==> src/rtl/crc8_pkg.sv <==
// Shared types, constants and the bytewise CRC-8 step for the frame arbiter.
// Used by crc8_engine and crc8_frame_arbiter.
package crc8_pkg;

   localparam int         NUM_REQ           = 2;
   localparam logic [7:0] CRC8_POLY_DEFAULT = 8'h07;

   typedef enum logic [1:0] {
      IDLE = 2'd0,
      DATA = 2'd1,
      CRC  = 2'd2
   } state_t;

   // MSB-first: fold the byte in, then eight shift/conditional-XOR rounds.
   function automatic logic [7:0] crc8_step(input logic [7:0] crc,
                                            input logic [7:0] data_byte,
                                            input logic [7:0] poly);
      logic [7:0] c;
      c = crc ^ data_byte;
      for (int i = 0; i < 8; i++) begin
         c = c[7] ? ((c << 1) ^ poly) : (c << 1);
      end
      return c;
   endfunction

endpackage

==> src/rtl/crc8_engine.sv <==
// CRC-8 accumulator: init_i reloads INIT, update_i folds byte_i into the register.
// init_i wins if both strobes are high in the same cycle.
module crc8_engine
   import crc8_pkg::*;
#(
   parameter logic [7:0] POLY = CRC8_POLY_DEFAULT,
   parameter logic [7:0] INIT = 8'h00
) (
   input  logic       clk,
   input  logic       rst,
   input  logic       init_i,
   input  logic       update_i,
   input  logic [7:0] byte_i,
   output logic [7:0] crc_o
);

   logic [7:0] crc_q;
   logic [7:0] crc_d;

   always_comb begin
      crc_d = crc_q;
      if (init_i) begin
         crc_d = INIT;
      end else if (update_i) begin
         crc_d = crc8_step(crc_q, byte_i, POLY);
      end
   end

   always_ff @(posedge clk or posedge rst) begin
      if (rst) begin
         crc_q <= INIT;
      end else begin
         crc_q <= crc_d;
      end
   end

   assign crc_o = crc_q;

endmodule

==> src/rtl/crc8_frame_arbiter.sv <==
// Round-robin frame arbiter feeding a shared CRC-8 engine; appends a check byte per frame.
// Define CRC_STATS_EN to add per-requester frame counters, a sticky stall flag and stats_clr.
module crc8_frame_arbiter
   import crc8_pkg::*;
#(
   parameter logic [7:0] POLY   = CRC8_POLY_DEFAULT,
   parameter logic [7:0] INIT   = 8'h00,
   parameter logic [7:0] XOROUT = 8'h00
) (
   input  logic                   clk,
   input  logic                   rst,
   input  logic [NUM_REQ-1:0]     in_valid,
   input  logic [8*NUM_REQ-1:0]   in_data,
   input  logic [NUM_REQ-1:0]     in_last,
   output logic [NUM_REQ-1:0]     in_ready,
   output logic                   out_valid,
   output logic [7:0]             out_data,
   output logic                   out_last,
   output logic                   out_src,
   input  logic                   out_ready,
`ifdef CRC_STATS_EN
   output logic [16*NUM_REQ-1:0]  frame_cnt,
   output logic                   stall_flag,
   input  logic                   stats_clr,
`endif
   output logic                   busy
);

   state_t     state_q;
   state_t     state_d;
   logic       grant_q;
   logic       grant_d;
   logic       rr_ptr_q;
   logic       rr_ptr_d;

   logic [7:0] req_byte [NUM_REQ];
   logic [7:0] g_byte;
   logic       g_valid;
   logic       g_last;
   logic       data_hs;
   logic       crc_hs;
   logic       crc_init;
   logic [7:0] crc_val;

   generate
      for (genvar gi = 0; gi < NUM_REQ; gi++) begin : g_req
         assign req_byte[gi] = in_data[8*gi +: 8];
         // Only the granted requester may ever see ready.
         assign in_ready[gi] = (state_q == DATA) && (grant_q == 1'(gi)) && out_ready;
      end
   endgenerate

   assign g_byte   = req_byte[grant_q];
   assign g_valid  = in_valid[grant_q];
   assign g_last   = in_last[grant_q];
   assign data_hs  = (state_q == DATA) && g_valid && out_ready;
   assign crc_hs   = (state_q == CRC) && out_ready;
   assign crc_init = (state_q == IDLE) && (|in_valid);

   crc8_engine #(
      .POLY (POLY),
      .INIT (INIT)
   ) u_engine (
      .clk      (clk),
      .rst      (rst),
      .init_i   (crc_init),
      .update_i (data_hs),
      .byte_i   (g_byte),
      .crc_o    (crc_val)
   );

   always_ff @(posedge clk or posedge rst) begin
      if (rst) begin
         state_q  <= IDLE;
         grant_q  <= 1'b0;
         rr_ptr_q <= 1'b0;
      end else begin
         state_q  <= state_d;
         grant_q  <= grant_d;
         rr_ptr_q <= rr_ptr_d;
      end
   end

   always_comb begin
      state_d  = state_q;
      grant_d  = grant_q;
      rr_ptr_d = rr_ptr_q;
      unique case (state_q)
         IDLE: begin
            if (|in_valid) begin
               // rr_ptr_q names the requester favoured for the next grant.
               grant_d = in_valid[rr_ptr_q] ? rr_ptr_q : ~rr_ptr_q;
               state_d = DATA;
            end
         end
         DATA: begin
            if (data_hs && g_last) begin
               state_d = CRC;
            end
         end
         CRC: begin
            if (crc_hs) begin
               rr_ptr_d = ~grant_q;
               state_d  = IDLE;
            end
         end
         default: state_d = IDLE;
      endcase
   end

   always_comb begin
      out_valid = 1'b0;
      out_data  = 8'h00;
      out_last  = 1'b0;
      out_src   = 1'b0;
      busy      = 1'b0;
      unique case (state_q)
         IDLE: begin
         end
         DATA: begin
            out_valid = g_valid;
            out_data  = g_byte;
            out_src   = grant_q;
            busy      = 1'b1;
         end
         CRC: begin
            out_valid = 1'b1;
            out_data  = crc_val ^ XOROUT;
            out_last  = 1'b1;
            out_src   = grant_q;
            busy      = 1'b1;
         end
         default: begin
         end
      endcase
   end

`ifdef CRC_STATS_EN
   logic [15:0] frame_cnt_q [NUM_REQ];
   logic        stall_flag_q;

   generate
      for (genvar gi = 0; gi < NUM_REQ; gi++) begin : g_stats
         always_ff @(posedge clk or posedge rst) begin
            if (rst) begin
               frame_cnt_q[gi] <= 16'h0000;
            end else if (stats_clr) begin
               frame_cnt_q[gi] <= 16'h0000;
            end else if (crc_hs && (grant_q == 1'(gi))) begin
               frame_cnt_q[gi] <= frame_cnt_q[gi] + 16'd1;
            end
         end
         assign frame_cnt[16*gi +: 16] = frame_cnt_q[gi];
      end
   endgenerate

   always_ff @(posedge clk or posedge rst) begin
      if (rst) begin
         stall_flag_q <= 1'b0;
      end else if (stats_clr) begin
         stall_flag_q <= 1'b0;
      end else if ((state_q == CRC) && !out_ready) begin
         stall_flag_q <= 1'b1;
      end
   end

   assign stall_flag = stall_flag_q;
`endif

endmodule

==> config.mk <==
export PLATFORM = sky130hd
export DESIGN_NAME = crc8_frame_arbiter
export DESIGN_NICKNAME = d
export VERILOG_FILES = /design/src/rtl/crc8_pkg.sv /design/src/rtl/crc8_engine.sv /design/src/rtl/crc8_frame_arbiter.sv
export SDC_FILE = /design/constraint.sdc
export NUM_CORES = 1
export LEC_CHECK = 0
export BUFFER_PORTS_ARGS = -buffer_cell sky130_fd_sc_hd__buf_2
export CORE_MARGIN = 2
export CORE_UTILIZATION = 55
export DETAILED_ROUTE_END_ITERATION = 7
export PLACE_DENSITY = 0.95
export SYNTH_ARGS = -nofsm -noshare
export SYNTH_HDL_FRONTEND = slang
export SYNTH_SLANG_ARGS = --single-unit
export TNS_END_PERCENT = 1
==> constraint.sdc <==
create_clock -name clk -period 4.6 [get_ports clk]
set_clock_uncertainty 0.15 [all_clocks]
set_input_delay 0.69 -clock clk [delete_from_list [all_inputs] [get_ports clk]]
set_output_delay 0.69 -clock clk [all_outputs]
set_load 0.1 [all_outputs]
* Yosys cells after proc, flatten, opt, wreduce, memory -nomap -nowiden
Index checks and enable logic that the tools add are counted.
** Word-level totals
- Register bits after elaboration :: 12
- Logic and storage cells :: 69
** Operators by class
- Order comparisons :: 3
- Equal/unequal tests :: 5
- Muxes and demuxes :: 29
- Bitwise operators :: 12
- Reductions and logical operators :: 16
** Operators with widths (count)
- 8-bit two-way mux :: 5
- 3-bit two-way mux :: 8
- 3-bit NOT :: 8
- 8-bit case mux with 2 select lines :: 1
- 1-bit two-way mux :: 10
- 1-bit logical AND :: 9
- 8-bit bitwise XOR :: 1
- 2-bit two-way mux :: 3
- 2-bit case mux with 3 select lines :: 1
- 1-bit by 2-bit < comparator with 1-bit output (second input constant) :: 2
- 2-bit by 1-bit inequality test with 1-bit output (second input constant) :: 2
- 2-bit AND reduction :: 2
- 2-bit OR reduction :: 2
- 3-bit AND reduction :: 1
- 2-bit by 1-bit == test with 1-bit output (second input constant) :: 1
- 2-bit == test (second input constant) :: 1
- 2-bit greater-or-equal comparator (second input constant) :: 1
- 2-bit logical NOT :: 1
- 2-bit inequality test (second input constant) :: 1
- 1-bit NOT :: 2
- 1-bit NOT with 2-bit output :: 1
- 1-bit case mux with 2 select lines :: 1
- 2-bit nonzero test :: 1

* Depth between registers and ports, before layout
- Depth in word-level cells :: 23
- Depth in mapped cells :: 8

* Hierarchy
A second synthesis with hierarchy kept.
** Second synthesis, totals
- Cell total of the unflattened synthesis :: 118
- Area total of the unflattened synthesis :: 1164.9 sq um
** By module, submodules not included
- crc8_engine :: instances 1, cells an instance 56, area each 628.1 sq um
- crc8_frame_arbiter :: instances 1, cells an instance 62, area each 536.8 sq um

* Worst setup path after synthesis
OpenSTA, ideal clock, no wires.
- Kind :: register -> output
- From :: reg state_q[0]
- To :: out out_valid
- Arrival :: 3046 ps
- Required time :: 3760 ps
- Setup slack :: 714 ps
- Cell stages (with the launch flop) :: 6
- Path buffers :: 1
- Cells stage by stage :: dfrtp_1 > inv_1 > ha_1 > clkbuf_1 > a21oi_1 > nor2b_1
** On the way
- Longest elaborated chain between the ends :: 2
** RTL lines
- start, declared :: line crc8_frame_arbiter.sv:29 : state_t state_q;
- start signal, assigned :: line crc8_frame_arbiter.sv:78 : state_q <= state_d;
- 2-bit == test or 2-bit by 1-bit == test with 1-bit output (tied branches) :: line crc8_frame_arbiter.sv:117 : unique case (state_q)
- 1-bit case mux with 2 select lines * :: line crc8_frame_arbiter.sv:117
- end, declared :: line crc8_frame_arbiter.sv:16 : output logic out_valid,
Mark *: on every way between the ends. The rest lies on a longest branch, timed or not.

* Worst setup path in the final report
- From :: reg grant_q
- To :: out out_data[3]
** On the way
- Longest elaborated chain between the ends :: 5
** RTL lines
- start, declared :: line crc8_frame_arbiter.sv:31 : logic grant_q;
- start signal, assigned :: line crc8_frame_arbiter.sv:79 : grant_q <= grant_d;
- 1-bit NOT with 2-bit output (implied by the code) :: line crc8_frame_arbiter.sv:53 : assign g_byte = req_byte[grant_q];
- 8-bit two-way mux (implied by the code) (3 in a row) :: line crc8_frame_arbiter.sv:53
- 8-bit case mux with 2 select lines :: line crc8_frame_arbiter.sv:117
- end, declared :: line crc8_frame_arbiter.sv:17 : output logic [7:0] out_data,
No other way between the ends. The select of a mux whose other input is x is not followed.

==> results.py <==
metrics = {
    "logic_synthesis": {
        "async_flop_share_pct": 100.0,
        "synth_top_cell_area_share_pct": 25.24,
        "avgSynthCellArea_um2": 9.674,
        "synth_commonest_cells": "14 x nand2_1, 14 x o21ai_0, 12 x dfrtp_1",
        "ys_warn_count": 0,
        "syn_nets": 151,
        "synth_edf_count": 0,
        "ys_seq_area_share_pct": 25.24,
        "yosys_register_bits": 12,
        "ys.flop_type": "dfrtp_1",
        "synth_cells": 123,
        "synth_area_mm2": 0.001190,
        "yosysUniqueCellTypes": 28,
        "synthTopCellsByArea": "dfrtp_1 25%, xnor3_1 15%, mux2i_1 7.6%, o21ai_0 5.9%, ha_1 5.3%",
        "yosysTopAreaCell": "dfrtp_1",
    },
    "floorplanning": {
        "core_area_mm2": 0.002002,
        "ioPinCount": 37,
        "rows": 16,
        "fp.dieW_um": 50.51,
        "die_area_mm2": 0.002551,
        "initial_core_util_pct": 59.44,
        "die_y_um": 50.51,
    },
    "clock_network": {
        "post_cts_buffers": 0,
        "worstSkewPairLatency_ns": 0.27,
        "cts_hold_buf": 0,
        "clockBufferDepth": 2,
        "tritoncts": "built",
        "cts_resized": 0,
        "htreeDepth": 1,
        "path_clk_slew_ns": 0.08,
        "cts-root-buf": "clkbuf_4",
        "cts_buffers": 3,
        "numClockSinks": 12,
    },
    "layout": {
        "postLayoutCoreUtil_pct": 70.50,
        "final_nets": 187,
        "drive_gt1_share_pct": 29.75,
        "diodes": 0,
        "area_delta_synth_final_pct": 18.61,
        "seqCellArea_um2": 300.3,
        "final_area_mm2": 0.001411,
        "fillCellCount": 143,
        "multi_input_area_um2": 845.8,
    },
    "detailed_routing": {
        "remaining_drc_errors": 0,
        "post_drt_wl_per_cell_um": 15.72,
        "avgViaCountPerCell": 5.784,
        "drtPass1Iterations": 4,
        "ant_nets": 0,
        "drt-initial-drc-count": 35,
        "num_vias": 1070,
        "wirelength_um": 2908,
    },
    "worst_hold_path": {
        "hold_class": "input pin to asynchronous set/reset pin",
    },
    "outcome": {
        "status": "completed",
    },
    "critical_path": {
        "worstSetupStartpointType": "register",
        "slowest_stage": "dfrtp_1",
        "crit_path_max_fanout": 16,
        "crit_arrival_ns": 2.20,
        "path_buf_inv": 1,
        "end_kind": "primary output",
        "crit_type": "register to primary output",
        "slowest_delay_ns": 0.86,
        "cp.required_ns": 3.76,
        "cp_top_family": "flip-flops",
        "path_cells": "mux2i_1 -> o21ai_0 -> and2_1 -> buf_2",
    },
    "global_route": {
        "grt_pass1_vias": 1063,
        "grt_max_degree": 17,
        "antenna_found_initial": 0,
        "grt_pass1_wl_um": 4692,
        "overflow": 0,
        "grtUsageTotal_pct": 24.51,
    },
    "sta": {
        "drv_slew": 0,
        "setup_violations": 0,
        "worstMarginPinSlew_ns": 0.7830,
        "fmax_ghz": 0.3285,
        "rsz0062_at_grt": "false",
        "finalCritPeriodShare_pct": 66.19,
        "max_slew_margin_pct": 47.80,
        "hold_violations": 0,
        "finalSetupTns_ns": 0,
        "min_period_ns": 3.045,
    },
    "placement": {
        "portBuffers": 36,
        "post_dp_cell_area_mm2": 0.001375,
        "globalplace.congestion": 0.8297,
        "dp_hpwl_um": 2050,
    },
    "flow_run": {
        "cap_violations": 0,
    },
}
flip-flops by register name, summed over array words and instances, names as in the netlist:
name,count
grant_q,1
rr_ptr_q,1
state_q,2
u_engine.crc_o,8
final cells by class:
type / count / area share (%)
clock buffer: 4 / 2.571
timing repair buffer: 36 / 12.77
inverter: 4 / 1.064
sequential: 12 / 21.28
multi-input combinational: 102 / 59.93
tap: 27 / 2.394
cells in the final DEF (no fill, tap or decap), types with 4 or more instances in the layout:
master	n
buf_2	36
nand2_1	14
o21ai_0	14
dfrtp_1	12
mux2i_1	9
and2_1	9
xnor3_1	8
a21oi_1	7
xnor2_1	7
nor2_1	5
ha_1	5
xor2_1	4
or3_1	4
inv_1	4
routing by layer:
metal | GRT usage (%) | up-vias | part of all wire [%]
met3 | 4.464 | 11 | 5.8
li1 | - | 492 | -
met1 | 27.17 | 519 | 39
met2 | 44.96 | 48 | 52
met5 | 0 | - | 0
met4 | 11.26 | 0 | 3.2
per-stage QoR:
step / hold WS (ns) / cells / setup WS (ns)
global placement: 0.3146 / 181 / 1.941
detailed placement: 0.3436 / 181 / 1.856
floorplan: 0.2987 / 123 / 0.7144
global route: 0.3038 / 185 / 1.380
CTS: 0.2828 / 185 / 1.547
finish: 0.2757 / 185 / 1.555
logic make-up after synthesis:
logic type / share of synthesized area [%]
DFF: 25.24
and+or+nand+nor: 15.98
xor gates and xnor gates: 24.61
muxes: 14.62
buffers and inverters: 3.679
adders and majority gates: 5.258
AOI/OAI and AO/OA: 10.62
final timing paths:
check	start	endpoint	slack, ns	depth (start not counted)
setup / recovery	grant_q	out_data[3]	1.56	4
hold / removal	rst	u_engine.crc_o[5]	0.28	2
setup reg to reg	grant_q	u_engine.crc_o[7]	1.87	5
hold reg to reg	rr_ptr_q	rr_ptr_q	0.36	2
max in group asynchronous	rst	u_engine.crc_o[3]	3.69	2
min in group clk	rr_ptr_q	rr_ptr_q	0.36	2
Power is not shown: default switching activity piles up to over one toggle a cycle in this logic, so the estimate is an artifact.
